### config.mk
export PLATFORM = sky130hd
export DESIGN_NAME = alu_op_sequencer
export DESIGN_NICKNAME = d
export VERILOG_FILES = /design/src/rtl/alu_seq_pkg.sv /design/src/rtl/alu_seq_sched.sv /design/src/rtl/alu_op_sequencer.sv
export SDC_FILE = /design/constraint.sdc
export NUM_CORES = 1
export LEC_CHECK = 0
export ABC_AREA = 1
export BUFFER_PORTS_ARGS = -buffer_cell sky130_fd_sc_hd__buf_4
export CAP_MARGIN = 20
export CORE_MARGIN = 2
export CORE_UTILIZATION = 52
export DETAILED_ROUTE_END_ITERATION = 10
export PLACE_DENSITY = 0.89
export SYNTH_ARGS = -nofsm -noshare
export SYNTH_HDL_FRONTEND = slang
export SYNTH_HIERARCHICAL = 1
export SYNTH_SLANG_ARGS = --single-unit
### constraint.sdc
create_clock -name CLk -period 2 [get_ports CLk]
set_input_delay 0 -clock CLk [delete_from_list [all_inputs] [get_ports CLk]]
set_output_delay 0 -clock CLk [all_outputs]
set_load 0.005 [all_outputs]
### src/rtl/alu_seq_pkg.sv
// Shared encodings for the serial-ALU operand sequencer: op codes, FSM states,
// inbus source select and the latched request word.
package alu_seq_pkg;

    localparam logic [1:0] OP_ADD = 2'b00;
    localparam logic [1:0] OP_SUB = 2'b01;
    localparam logic [1:0] OP_MUL = 2'b10;
    localparam logic [1:0] OP_DIV = 2'b11;

    localparam int CNT_W = 6;

    typedef enum logic [2:0] {
        IDLE   = 3'd0,
        LAUNCH = 3'd1,
        RUN    = 3'd2,
        CAPT   = 3'd3,
        RESP   = 3'd4
    } seq_state_e;

    typedef enum logic [1:0] {
        SEL_NONE = 2'd0,
        SEL_A    = 2'd1,
        SEL_Q    = 2'd2,
        SEL_M    = 2'd3
    } inbus_sel_e;

    typedef struct packed {
        logic [1:0] op;
        logic [7:0] a;
        logic [7:0] q;
        logic [7:0] m;
    } seq_req_t;

    // mul and div return two result words; add and sub only one
    function automatic logic is_muldiv(input logic [1:0] op);
        return op[1];
    endfunction

endpackage

### src/rtl/alu_seq_sched.sv
// Combinational operand/capture schedule: maps the RUN counter and op onto
// the inbus source select and the high-word capture strobe.
module alu_seq_sched
    import alu_seq_pkg::*;
#(
    parameter int PH_A   = 1,
    parameter int PH_Q   = 2,
    parameter int PH_M   = 3,
    parameter int LAT_AS = 12,
    parameter int LAT_MD = 40
) (
    input  logic             run,
    input  logic [CNT_W-1:0] cnt,
    input  logic [1:0]       op,
    output inbus_sel_e       sel,
    output logic             cap_hi
);

    localparam logic [CNT_W-1:0] C_A  = CNT_W'(PH_A);
    localparam logic [CNT_W-1:0] C_Q  = CNT_W'(PH_Q);
    localparam logic [CNT_W-1:0] C_M  = CNT_W'(PH_M);
    localparam logic [CNT_W-1:0] C_M1 = CNT_W'(PH_M + 1);
    localparam logic [CNT_W-1:0] C_AS = CNT_W'(LAT_AS);
    localparam logic [CNT_W-1:0] C_MD = CNT_W'(LAT_MD);

    always_comb begin
        sel = SEL_NONE;
        if (run) begin
            if (cnt >= C_A && cnt < C_Q)
                sel = SEL_A;
            else if (cnt >= C_Q && cnt < C_M)
                sel = SEL_Q;
            else if (cnt >= C_M && cnt <= C_M1)
                sel = SEL_M;
        end
    end

    assign cap_hi = run && (cnt == (is_muldiv(op) ? C_MD : C_AS));

endmodule

### src/rtl/alu_op_sequencer.sv
// Request/response front end for the serial 8-bit ALU: launches one op,
// streams A/Q/M onto the inbus, captures the result words off the outbus.
module alu_op_sequencer
    import alu_seq_pkg::*;
#(
    parameter int PH_A   = 1,
    parameter int PH_Q   = 2,
    parameter int PH_M   = 3,
    parameter int LAT_AS = 12,
    parameter int LAT_MD = 40
) (
    input  logic       CLk,
    input  logic       RST,
    input  logic       req_valid,
    output logic       req_ready,
    input  logic [1:0] req_op,
    input  logic [7:0] req_a,
    input  logic [7:0] req_q,
    input  logic [7:0] req_m,
    output logic       alu_begin,
    output logic [1:0] alu_op,
    output logic [7:0] alu_inbus,
    input  logic [7:0] alu_outbus,
    output logic       rsp_valid,
    input  logic       rsp_ready,
    output logic [7:0] rsp_hi,
    output logic [7:0] rsp_lo,
    output logic       busy
);

    if (!(PH_A < PH_Q && PH_Q < PH_M && PH_M + 1 < LAT_AS &&
          LAT_AS <= LAT_MD && LAT_MD + 1 < 64)) begin : g_bad_params
        $error("alu_op_sequencer: illegal schedule parameters");
    end

    seq_state_e       state;
    logic [CNT_W-1:0] cnt;
    seq_req_t         req_r;
    inbus_sel_e       sel;
    logic             cap_hi;

    alu_seq_sched #(
        .PH_A  (PH_A),
        .PH_Q  (PH_Q),
        .PH_M  (PH_M),
        .LAT_AS(LAT_AS),
        .LAT_MD(LAT_MD)
    ) u_sched (
        .run   (state == RUN),
        .cnt   (cnt),
        .op    (req_r.op),
        .sel   (sel),
        .cap_hi(cap_hi)
    );

    assign alu_op = req_r.op;

    // inbus is a pure decode of registered state, so it only moves on clock edges
    always_comb begin
        case (sel)
            SEL_A:   alu_inbus = req_r.a;
            SEL_Q:   alu_inbus = req_r.q;
            SEL_M:   alu_inbus = req_r.m;
            default: alu_inbus = '0;
        endcase
    end

    always_ff @(posedge CLk) begin
        if (RST) begin
            state     <= IDLE;
            cnt       <= '0;
            req_r     <= '0;
            req_ready <= 1'b1;
            busy      <= 1'b0;
            alu_begin <= 1'b0;
            rsp_valid <= 1'b0;
            rsp_hi    <= '0;
            rsp_lo    <= '0;
        end else begin
            alu_begin <= 1'b0;
            case (state)
                IDLE: begin
                    if (req_valid) begin
                        req_r     <= '{op: req_op, a: req_a, q: req_q, m: req_m};
                        state     <= LAUNCH;
                        alu_begin <= 1'b1;
                        req_ready <= 1'b0;
                        busy      <= 1'b1;
                    end
                end
                LAUNCH: begin
                    cnt   <= '0;
                    state <= RUN;
                end
                RUN: begin
                    cnt <= cnt + CNT_W'(1);
                    if (cap_hi) begin
                        rsp_hi <= alu_outbus;
                        if (is_muldiv(req_r.op)) begin
                            state <= CAPT;
                        end else begin
                            rsp_lo    <= '0;
                            rsp_valid <= 1'b1;
                            state     <= RESP;
                        end
                    end
                end
                CAPT: begin
                    // low word follows the high word by exactly one cycle
                    cnt       <= cnt + CNT_W'(1);
                    rsp_lo    <= alu_outbus;
                    rsp_valid <= 1'b1;
                    state     <= RESP;
                end
                RESP: begin
                    if (rsp_ready) begin
                        rsp_valid <= 1'b0;
                        req_ready <= 1'b1;
                        busy      <= 1'b0;
                        state     <= IDLE;
                    end
                end
                default: begin
                    state     <= IDLE;
                    req_ready <= 1'b1;
                    busy      <= 1'b0;
                    rsp_valid <= 1'b0;
                end
            endcase
        end
    end

endmodule
==> impl_metrics.toml <==
[final_layout]
nFillCells = 329
design.final.nets = 510
drive_gt1_share_pct = 23.5
layout.cells.most_common = "nand2_1"
regArea_um2 = 1110
final_cell_mix = "100 x nand2_1, 76 x buf_4, 53 x nand3_1"
flow.area_growth_from_synthesis_pct = 40.3
footprint_of_the_multi_input_gates_um2 = 1230
post_layout_nonfiller_instances = 540

[sta]
final-setup-viol-count = 0
worst_slew_pin_slew_ps = 632
clock_period_minus_final_worst_setup_slack_ps = 1900
timing.final.max_slew_violations = 0
clock.fmax_mhz = 527
max-slew-margin-rel_pct = 57.8
report.final.hold_viol_count = 0
fin_crit_sh_pct = 94.8
clock-skew-final_ps = 12.5
hold_slack_ps = 70.5
setup_tns_ps = 0
layout_setup_ws_ps = 104

[place]
place_worst_setup_slack_ps = 110
dpl.hpwl_um = 4380
io_buffer_count = 67
placed_cells_incl_taps = 495
gp_congestion = 0.888

[route]
drtIter0Drc = 238
detail_route.first_pass.iterations = 5
detail_route.wirelength.met1_um = 2750
dr_wl_met3_um = 402
drt.antenna.violating_nets = 0
num_vias = 2819
met2_wirelength_um = 3690
wl_per_cell_um = 13.2
finalWirelength_um = 7120
via_per_inst = 5.22
post-route-drc-count = 0
routed.top_layer = "met4"

[synthesis]
synth_top_cell_by_area = "dfxtp_1"
ys_seq_area_share_pct = 43.3
yosys_warnings = 6
post_synthesis_sequential_element_count = 55
yosys-top-cells-area = "dfxtp_1 43%, nand2_1 15%, nand3_1 10%"
net_count_after_synthesis = 410
mean_cell_area_of_the_mapped_netlist_um2 = 6.85
synth.distinct_cells = 25
synth.top_cell.area_share_pct = 43.3
synthesis.area_um2 = 2540
netlist_instances = 371

[floorplanning]
die_wd_um = 73.9
die_height_um = 73.9
io-pin-count = 68
initial_standard_cell_utilization_of_the_core_pct = 53.8
floorplan.core_area_um2 = 4720
dieArea_um2 = 5460
core.rowCount = 25

[clock_tree]
cts.sink_count = 55
total_clock_buffers_created_by_cts = 5
clock_tree.buffer_depth = 2
tritoncts = "built"
clk_pin_slew_worst_paths_ps = 100
cts.htree.levels = 2
clk-insertion-delay-late_ps = 320
clock_tree.root_cell = "clkbuf_8"

[hold_path]
worst_hold_path_type = "input pin to flop"
hold_path_end = "req_r[5]"
hp-start = "RST"
holdPathStages = 2

[worst_setup_path]
cp_data_required_time_ps = 2000
critical_path.max_fanout = 14
cp.arrival_ps = 1900
crit-reg2reg-capture = "rsp_lo[1]"
timing.critical_path.from_type = "flop"
reg2reg_slack_ps = 230
classification_of_the_worst_setup_path = "flop to output pin"
rr_worst_depth = 11
reg2reg_from = "state[2]"
critical_path.endpoint_type = "output pin"

[global_routing]
global_route.usage.total_pct = 26.3
grt_pass1_wl_um = 11200
grt_residual_overflow = 0
vias_in_the_first_global_route = 2561
grt_start_max_net_pins = 33
initial_antenna_violation_count = 1

[power_and_ir_drop]
power_per_cell_area_nw_per_um2 = 980
vdd_drop_max_mv = 0.540
totalPowerFinal_uw = 3490
p_leak_uw = 0.00156

[outcome]
run_status = "finished clean"

[flow_run]
max-cap-violations = 0
==> stage by stage <==
step           util [%]  area, um^2
2_1_floorplan         -        2540
3_3_place_gp       65.2        3080
3_5_place_dp       65.2        3080
4_1_cts            74.7        3530
5_1_grt            75.5        3570
6_report           75.5        3570
==> cell type report <==
type,instances,share of cell area (%)
Sequential cell,55,31.1
Clock buffer,6,2.31
Timing Repair Buffer,110,25.5
Tap cell,67,2.35
Antenna cell,1,0.0702
Multi-Input combinational cell,265,34.6
Inverter,34,3.58
Clock inverter,2,0.456
==> kinds of logic (layout without fill, tap and decap cells) <==
family	after synthesis	in the layout	synth area share, %
other	0	1	0
DFF	55	55	43.3
AOI/OAI and AO/OA	50	50	10.3
and+or+nand+nor	214	214	36.8
buffers and inverters	51	152	9.10
adders and majority gates	1	1	0.492
==> metal layers <==
layer	GRT usage, %	up-vias
met2	47.5	134
met1	30.4	1268
met5	0	-
li1	-	1385
met3	5.08	32
met4	10.3	0
==> where the power goes <==
| group | switching, uW | internal, uW |
|---|---|---|
| logic | 845 | 520 |
| clock network | 385 | 284 |
| registers | 155 | 1310 |
==> worst max-delay path by stage <==
stage / end / start / cells after the start / slack, ps
6_report: alu_inbus[2] / cnt[2] / 7 / 100
3_5_place_dp: rsp_lo[1] / state[1] / 10 / 110
4_1_cts: alu_inbus[1] / state[1] / 9 / 30
5_1_grt: alu_inbus[0] / cnt[4] / 10 / -2
3_3_place_gp: rsp_lo[6] / state[1] / 10 / 240
2_1_floorplan: alu_inbus[4] / state[2] / 11 / 270
==> flip-flops by register name, summed over array words and instances (netlist names) <==
register,flops
req_r,24
rsp_hi,8
rsp_lo,8
cnt,6
state,3
alu_op,2
alu_begin,1
busy,1
req_ready,1
rsp_valid,1
==> cell usage after synthesis <==
library cell / count
a21oi_1: 37
a21oi_4: 1
a31oi_1: 1
buf_2: 2
buf_4: 6
buf_6: 2
clkbuf_1: 7
clkinv_1: 1
dfxtp_1: 55
ha_1: 1
inv_1: 29
inv_2: 4
nand2_1: 100
nand2_2: 4
nand2_4: 1
nand3_1: 53
nand3_2: 1
nand3b_1: 1
nand4_1: 1
nor2_1: 46
nor2_2: 2
nor2_4: 2
nor3_1: 2
nor3_4: 1
o21ai_0: 11
==> worst max-delay path: stages, from the launching register on <==
cell,delay [ps]
dfxtp_1,380
nor2_1,190
nand4_1,190
a21oi_4,260
buf_4,230
nand3_1,110
nand3_1,110
buf_4,110
==> timing repair <==
item / 4_1_cts / 5_1_grt
hold buffers: 34 / 0
endpoints found under the setup margin: 8 / 17
endpoints found under the hold margin: 34 / 0
setup buffers: 0 / 2
pin swaps: 0 / 3
gates cloned: 0 / 0
resized for setup: 3 / 10
Power figures use the tool's default switching activity.
